--- src/rtl/uib_arbiter.sv ---
// uib_arbiter: two-master to one-slave UIB arbiter in front of main memory.
// Master 0 is instruction fetch and master 1 is load/store.
// The grant path is combinational. Read data returns exactly one cycle after
// the grant and is steered back to the master that issued the read.
module uib_arbiter #(
  parameter int XLEN       = 32,
  parameter int AW         = 32,
  parameter int MW         = 2,
  parameter int FIXED_PRIO = 0
) (
  input  logic            clk,
  input  logic            rst,
  input  logic            m0_req,
  input  logic            m0_wen,
  input  logic [AW-1:0]   m0_addr,
  input  logic [MW-1:0]   m0_mode,
  input  logic [XLEN-1:0] m0_wdata,
  output logic            m0_gnt,
  output logic            m0_rvalid,
  output logic [XLEN-1:0] m0_rdata,
  input  logic            m1_req,
  input  logic            m1_wen,
  input  logic [AW-1:0]   m1_addr,
  input  logic [MW-1:0]   m1_mode,
  input  logic [XLEN-1:0] m1_wdata,
  output logic            m1_gnt,
  output logic            m1_rvalid,
  output logic [XLEN-1:0] m1_rdata,
  output logic            bus_req,
  output logic            bus_wen,
  output logic [AW-1:0]   bus_addr,
  output logic [MW-1:0]   bus_mode,
  output logic [XLEN-1:0] bus_dat_i,
  input  logic [XLEN-1:0] bus_dat_o
);

  typedef enum logic [1:0] {IDLE, RD0, RD1} owner_t;

  owner_t owner, owner_nxt;
  logic   last_gnt;   // 1 = master 1 won most recently
  logic   sel1;

  // Arbitration: under contention, fixed priority favours m0 and round-robin
  // favours the master that did not win last time.
  always_comb begin
    sel1 = 1'b0;
    if (m0_req && m1_req)
      sel1 = (FIXED_PRIO != 0) ? 1'b0 : ~last_gnt;
    else
      sel1 = m1_req;
    bus_req = ~rst & (m0_req | m1_req);
    m0_gnt  = ~rst & m0_req & ~sel1;
    m1_gnt  = ~rst & m1_req &  sel1;
  end

  // Request fields are taken from the granted master, and are zero when no master is granted.
  always_comb begin
    bus_wen   = 1'b0;
    bus_addr  = '0;
    bus_mode  = '0;
    bus_dat_i = '0;
    if (m0_gnt) begin
      bus_wen   = m0_wen;
      bus_addr  = m0_addr;
      bus_mode  = m0_mode;
      bus_dat_i = m0_wdata;
    end else if (m1_gnt) begin
      bus_wen   = m1_wen;
      bus_addr  = m1_addr;
      bus_mode  = m1_mode;
      bus_dat_i = m1_wdata;
    end
  end

  // Round-robin history. It advances only when a master is actually granted.
  always_ff @(posedge clk) begin
    if (rst)
      last_gnt <= 1'b1;
    else if (bus_req)
      last_gnt <= m1_gnt;
  end

  // Owner register: records which master's read returns next cycle.
  always_ff @(posedge clk) begin
    if (rst) owner <= IDLE;
    else     owner <= owner_nxt;
  end

  // Next owner. Only a granted read creates an outstanding response.
  always_comb begin
    owner_nxt = IDLE;
    if (m0_gnt && !m0_wen)      owner_nxt = RD0;
    else if (m1_gnt && !m1_wen) owner_nxt = RD1;
  end

  // Read return steering. Read data is zero toward a master that has no response due.
  always_comb begin
    m0_rvalid = (owner == RD0);
    m1_rvalid = (owner == RD1);
    m0_rdata  = m0_rvalid ? bus_dat_o : '0;
    m1_rdata  = m1_rvalid ? bus_dat_o : '0;
  end

endmodule

--- config.mk ---
export PLATFORM = sky130hd
export DESIGN_NAME = uib_arbiter
export DESIGN_NICKNAME = d
export VERILOG_FILES = /design/src/rtl/uib_arbiter.sv
export SDC_FILE = /design/constraint.sdc
export NUM_CORES = 1
export LEC_CHECK = 0
export CAP_MARGIN = 5
export CELL_PAD_IN_SITES_DETAIL_PLACEMENT = 1
export CELL_PAD_IN_SITES_GLOBAL_PLACEMENT = 2
export CORE_MARGIN = 2
export CORE_UTILIZATION = 10
export DETAILED_ROUTE_END_ITERATION = 16
export PLACE_DENSITY_LB_ADDON = 0.3
export SLEW_MARGIN = 40
export SYNTH_ARGS = -nofsm -noshare
export SYNTH_HDL_FRONTEND = slang
export SYNTH_SLANG_ARGS = --single-unit
--- constraint.sdc ---
create_clock -name clk -period 1.4 [get_ports clk]
set_input_delay 0.21 -clock clk [delete_from_list [all_inputs] [get_ports clk]]
set_output_delay 0.21 -clock clk [all_outputs]
set_load 0.01 [all_outputs]
==> results of run 1 <==
## kinds of logic (layout without fill, tap and decap cells)
family	count (synthesis)	after routing	synth area share
flops	3	3	0.0382
buf+inv	38	378	0.125
simple gates	144	144	0.453
compound gates	69	69	0.384
## cell usage after synthesis (all sizes together)
cell / n
a32oi: 67
nor2: 71
a21boi: 1
a21oi: 1
buf: 20
nor2b: 2
and2: 64
nor3: 2
clkbuf: 17
inv: 1
nand2: 4
nand2b: 1
dfxtp: 3
## registers in the layout, summed over array words and instances (netlist names)
name	count
owner	2
last_gnt	1
## final timing paths
check | start | endpoint | slack, ns | cells after the start
worst max register to register | last_gnt$_SDFFE_PP1P_ | owner[0]$_SDFF_PP0_ | 0.22 | 6
worst max-delay path | last_gnt$_SDFFE_PP1P_ | bus_dat_i[26] | -0.35 | 7
worst min-delay path | m0_req | last_gnt$_SDFFE_PP1P_ | 0.49 | 5
worst min register to register | last_gnt$_SDFFE_PP1P_ | last_gnt$_SDFFE_PP1P_ | 0.50 | 2
## critical path, cell delays in order, from the launching register on
cell and delay, ns:
dfxtp_4 0.35, nand2b_4 0.16, buf_12 0.14, buf_16 0.14, buf_8 0.12, a32oi_4 0.19, nor2_1 0.07, buf_2 0.14
## what timing repair did
action,in CTS,in global routing
buffers inserted,34,3
gates resized for setup,702,54
setup endpoints to repair,137,136
pin swaps,99,9
cloned,13,3
## cells in the final DEF (no fill, tap or decap)
| cell | count |
|---|---|
| nor3_1 | 2 |
| clkdlybuf4s50_1 | 166 |
| buf_6 | 94 |
| dlygate4sd2_1 | 1 |
| dfxtp_2 | 2 |
| a21oi_1 | 1 |
| buf_2 | 70 |
| clkbuf_1 | 1 |
| inv_1 | 1 |
| nor2b_4 | 2 |
| nor2_1 | 71 |
| buf_12 | 12 |
| clkbuf_16 | 6 |
| a32oi_4 | 3 |
| and2_4 | 64 |
| dfxtp_4 | 1 |
| buf_16 | 10 |
| a32oi_1 | 53 |
| clkdlybuf4s15_1 | 2 |
| nand2_4 | 1 |
| buf_4 | 12 |
| nand2b_4 | 1 |
| a21boi_4 | 1 |
| a32oi_2 | 11 |
| nand2_1 | 3 |
| buf_8 | 3 |
## power breakdown
part	total [mW]	switching, mW	internal (mW)
registers	0.0966	0.00559	0.0910
clock network	0.460	0.0833	0.376
logic	1.68	0.656	1.02
## metrics by stage
| step | utilization | TNS (ns) | std cells |
|---|---|---|---|
| 2_1_floorplan | - | 0 | 254 |
| 5_1_grt | 0.386 | -35.30 | 805 |
| 3_5_place_dp | 0.324 | -67.45 | 753 |
| 4_1_cts | 0.370 | -27.37 | 804 |
| 3_3_place_gp | 0.324 | -66.48 | 753 |
| 6_report | 0.386 | -27.44 | 805 |
## metal layers
metal | global-route usage | up-vias | wire length [µm]
li1 | - | 1623 | -
met1 | 0.166 | 1657 | 5500
met2 | 0.346 | 198 | 8730
met4 | 0.0198 | 2 | 148
met3 | 0.0487 | 12 | 1460
met5 | 0 | - | 13
## cell type report
type	count	area [µm²]	area share
repair buffers	373	3820	0.650
inverters	1	3.75	0.000637
flip-flops and latches	3	66.3	0.0113
multi-input cells	213	1650	0.280
clock buffers	4	78.8	0.0134
well taps	211	264	0.0448
==> flow_summary.toml, run 1 <==
[run_status]
status = "complete, but fails checks"
violations = "setup timing"

[synthesis]
post_synth.cell_area_avg_um2 = 6.18
syn-cell-area_um2 = 1570
synth_top_cell_by_area = "a32oi_1"
yosys.area.top_type_share = 0.374
synthesis.yosys.warnings = 0
yosys_register_bits = 3
synth.area.top_cells = "a32oi_1, and2_1, nor2_1"
ys_seq_area_frac = 0.0382
synth_cell_type_count = 16
syn_nets = 424
post_synth_inst_count = 254

[worst_setup_path]
critical_path.endpoint_type = "output pin"
worstPathMaxFanout = 8
cp_data_required_time_ns = 1.19
path_class = "reg2out"
worst-endpoint-arrival_ns = 1.54
critical_path.startpoint_type = "flop"

[placement]
pre_cts_slack_ns = -0.831
dp.final_hpwl_um = 10600
gpl.final_weighted_congestion = 0.774
placed_cell_area_um2 = 4940
buffer_ports.inserted = 305

[die]
die_width_um = 129
num_io_pins = 306
core.rowCount = 45
die_area_um2 = 16700
initial_utilization = 0.103
die_height_um = 129
fp.coreArea_um2 = 15300

[clock_network]
holdBufCountCts = 0
clock_insertion_delay_worst_skew_ns = 0.23
cts-root-buf = "clkbuf_16"
clock-sinks = 3
cts_max_level = 1
cts.clk_slew.worst_paths_ns = 0.03
clock_tree.buffer_depth = 2
clock_tree_from_tritoncts = "done"
cts_inserted_buffers = 3

[final_layout]
post-route-cell-area_um2 = 5890
num-fill-cells = 1767
area_delta_synth_final_pct = 275
antenna_diode_count = 0
final_net_count = 765
final_layout_size_suffix_gt1_frac = 0.493

[global_route]
first_pass_grt_wire_length_um = 21700
grt_overflow_total = 0
grt_antenna_before_repair = 1
largest_net_degree_at_the_start_of_global_routing = 37
first_global_vias = 3712
grtUsageTotal = 0.167

[pwr]
power_density_nw_per_um2 = 379
static-leakage-power_nw = 2.58
max-vdd-ir-drop_uv = 277
report.power.total_mw = 2.23

[timing]
hold_ws_ns = 0.492
final.period_utilization = 1.25
shortest_clock_period_the_worst_path_allows_after_layout_ns = 1.75
setup_viol = 131
worst-slew-pin-transition_ns = 0.459
timing.final.max_slew_violations = 0
timing_hold_violations_final = 0
final.setup.worst_slack_ns = -0.352
fmax_mhz = 571
grt_setup_unrepaired = "true"
worst_clock_skew_on_the_final_layout_ns = 0.00367
timing.max_slew.rel_slack = 0.694

[route]
dr.first_iter.drc_count = 78
wl_per_cell_um = 19.7
routed_wl_um = 15800
drt.antenna.violating_nets = 0
vias_per_cell = 4.34
dr_total_vias = 3492
drt_pass1_iterations = 6
drc = 0

[hold_path]
class_of_the_tightest_hold_or_removal_check = "in2reg"

[flow_run]
maxCapViolCount = 0
No activity file was read; power rests on OpenSTA's default activity.
==> inputs of run 2 (changes only) <==
Settings changed: CORE_MARGIN 2 to default, RECOVER_POWER from default to 50.
==> run 2 against run 1 <==
The flow still finishes with violations (setup timing). Largest power group unchanged. Count of clock-buffer cells in the layout did not move. Worst setup slack improved by 0.025 ns. Cell count rose by 0.12%. Fmax rose by 1.5%. Clock skew fell by 0.0023 ns. Design area fell by 1.0%. Combinational power barely moved. Total power rose by 0.99%. Sequential power rose by 0.7%. Die area fell by 3.1%.
==> flow_summary.toml, run 2 (synthesis results as in run 1) <==
[global_route]
grt_antenna_before_repair = 0
first_pass_grt_wire_length_um = 20000
grt_overflow_total = 0
largest_net_degree_at_the_start_of_global_routing = 34
grtUsageTotal = 0.162
grt_most_used_layer = "met2"
gr-usage-met3 = 0.0473
grt_util_met2 = 0.320
first_global_vias = 3519
use_met1 = 0.168

[die]
die_area_um2 = 16200
initial_utilization = 0.103
die_height_um = 127
die_width_um = 127
fp.coreArea_um2 = 15300
core.rowCount = 45
num_io_pins = 306

[clock_network]
clock_insertion_delay_worst_skew_ns = 0.22
cts_inserted_buffers = 3
cts_max_level = 1
cts-root-buf = "clkbuf_16"
clock_tree.buffer_depth = 2
clock-sinks = 3
clock_tree_from_tritoncts = "done"
cts.clk_slew.worst_paths_ns = 0.03

[final_layout]
final_layout_size_suffix_gt1_frac = 0.496
final_common_cell = "clkdlybuf4s50_1"
area_delta_synth_final_pct = 271
final_net_count = 766
largest_register_ffs = 2
top_regs = "owner x2, last_gnt x1"
num-fill-cells = 1814
largest-register = "owner"
antenna_diode_count = 0
layout.cells.most_common_list = "clkdlybuf4s50_1, buf_2, buf_6"

[timing]
final.setup.worst_slack_ns = -0.327
timing_hold_violations_final = 0
worst-slew-pin-transition_ns = 0.293
tns_ns = -23.82
fmax_mhz = 579
grt_setup_unrepaired = "true"
timing.final.max_slew_violations = 0
final.period_utilization = 1.23
shortest_clock_period_the_worst_path_allows_after_layout_ns = 1.73
worst_clock_skew_on_the_final_layout_ns = 0.00135
timing.max_slew.rel_slack = 0.805
setup_viol = 128

[hold_path]
class_of_the_tightest_hold_or_removal_check = "in2reg"
timing.hold.worst_path_depth = 3
timing.hold.worst.start = "rst"
min_delay_worst_endpoint = "owner[1]$_SDFF_PP0_"

[run_status]
violations = "setup timing"
status = "complete, but fails checks"

[worst_setup_path]
path_common_cell = "buf_12"
worst-endpoint-arrival_ns = 1.52
r2r_cells = 5
critical_path.endpoint_type = "output pin"
critPathMaxStageDelay_ns = 0.35
worstPathMaxFanout = 7
cp_data_required_time_ns = 1.19
critical_path.startpoint_type = "flop"
crit_path_cells = "a21boi_4 > buf_12 > buf_12 > buf_16 > a32oi_1 > nor2_1 > buf_2"
critPathSlowestCell = "dfxtp_4"
path_class = "reg2out"
regToRegStartpoint = "last_gnt$_SDFFE_PP1P_"
timing.reg2reg.setup_slack_ns = 0.23
r2r-end = "owner[0]$_SDFF_PP0_"

[placement]
buffer_ports.inserted = 305
dp.final_hpwl_um = 10100
pre_cts_slack_ns = -0.789
gpl.final_weighted_congestion = 0.751

[route]
vias_per_cell = 4.30
wl_per_cell_um = 19.3
dr_total_vias = 3467
dr.first_iter.drc_count = 88
drt_pass1_iterations = 4
drt.antenna.violating_nets = 0
routed_wl_um = 15500
drc = 0

[pwr]
static-leakage-power_nw = 2.58
max-vdd-ir-drop_uv = 217
power_density_nw_per_um2 = 387

[flow_run]
maxCapViolCount = 0
## run 2: changes by cell type in the layout (fill, tap and decap cells not counted), moves of 3 or more
| cell | previous run | this run |
|---|---|---|
| buf_16 | 10 | 5 |
| buf_2 | 70 | 84 |
| a32oi_4 | 3 | 0 |
| a32oi_2 | 11 | 27 |
| buf_8 | 3 | 7 |
| a32oi_1 | 53 | 40 |
| and2_4 | 64 | 51 |
| clkbuf_16 | 6 | 11 |
| and2_1 | 0 | 13 |
| buf_4 | 12 | 16 |
| buf_6 | 94 | 72 |
## run 2: worst max path at each step
stage                                     start            end  slack (ns)
after floorplan           last_gnt$_SDFFE_PP1P_   bus_addr[11]         0.1
after global placement                   m1_req    bus_mode[1]       -0.76
after detailed placement                 m1_req    bus_mode[0]       -0.79
after CTS                 last_gnt$_SDFFE_PP1P_  bus_dat_i[18]       -0.39
after global routing      last_gnt$_SDFFE_PP1P_        bus_wen       -0.41
final                     last_gnt$_SDFFE_PP1P_        bus_wen       -0.33
## run 2: cell type report
cell class              instances  area (µm²)  area share
repair buffers                374        3740       0.642
multi-input cells             213        1680       0.288
well taps                     211         264      0.0453
clock buffers                   4        78.8      0.0135
flip-flops and latches          3        66.3      0.0114
inverters                       1        3.75    0.000644
## run 2: critical path, delay by kind of cell, from the launching register on
kind | cells | cell delay, ns
AND/OR/NAND/NOR | 1 | 0.14
flip-flops | 1 | 0.35
AO/OA/AOI/OAI | 2 | 0.23
buffers and inverters | 4 | 0.56
## run 2: report_power, final
part	total, mW	switching, mW	internal (mW)	leakage (nW)
sequential	0.0973	0.00623	0.0910	0.0257
clock	0.454	0.0781	0.376	0.0382
combinational	1.70	0.666	1.04	2.52
## run 2: timing repair
action	in CTS	in global routing
resized for setup	535	216
endpoints found under the setup margin	136	134
hold buffers	0	0
gates cloned	11	11
pin swaps	62	59
setup buffers	17	22
## run 2: stage by stage
step | power [mW] | instances | hold slack (ns) | area (µm²) | util
2_1_floorplan | 0.542 | 254 | 0.287 | 1570 | -
3_3_place_gp | 1.49 | 751 | 0.607 | 4930 | 0.323
3_5_place_dp | 1.50 | 751 | 0.642 | 4930 | 0.323
4_1_cts | 2.06 | 783 | 0.515 | 5100 | 0.334
5_1_grt | 2.39 | 806 | 0.543 | 5830 | 0.382
6_report | 2.26 | 806 | 0.503 | 5830 | 0.382
## run 2: metal layers
metal,vias up,share of wire
met2,189,0.54
met5,-,0
met4,0,0.011
met1,1640,0.37
li1,1623,-
met3,15,0.075
==> inputs of run 3 (changes only) <==
Settings changed: CTS_CLUSTER_DIAMETER from default to 120.
==> results of run 3 <==
No change in the layout: final DEF, timing and power equal those of run 2.
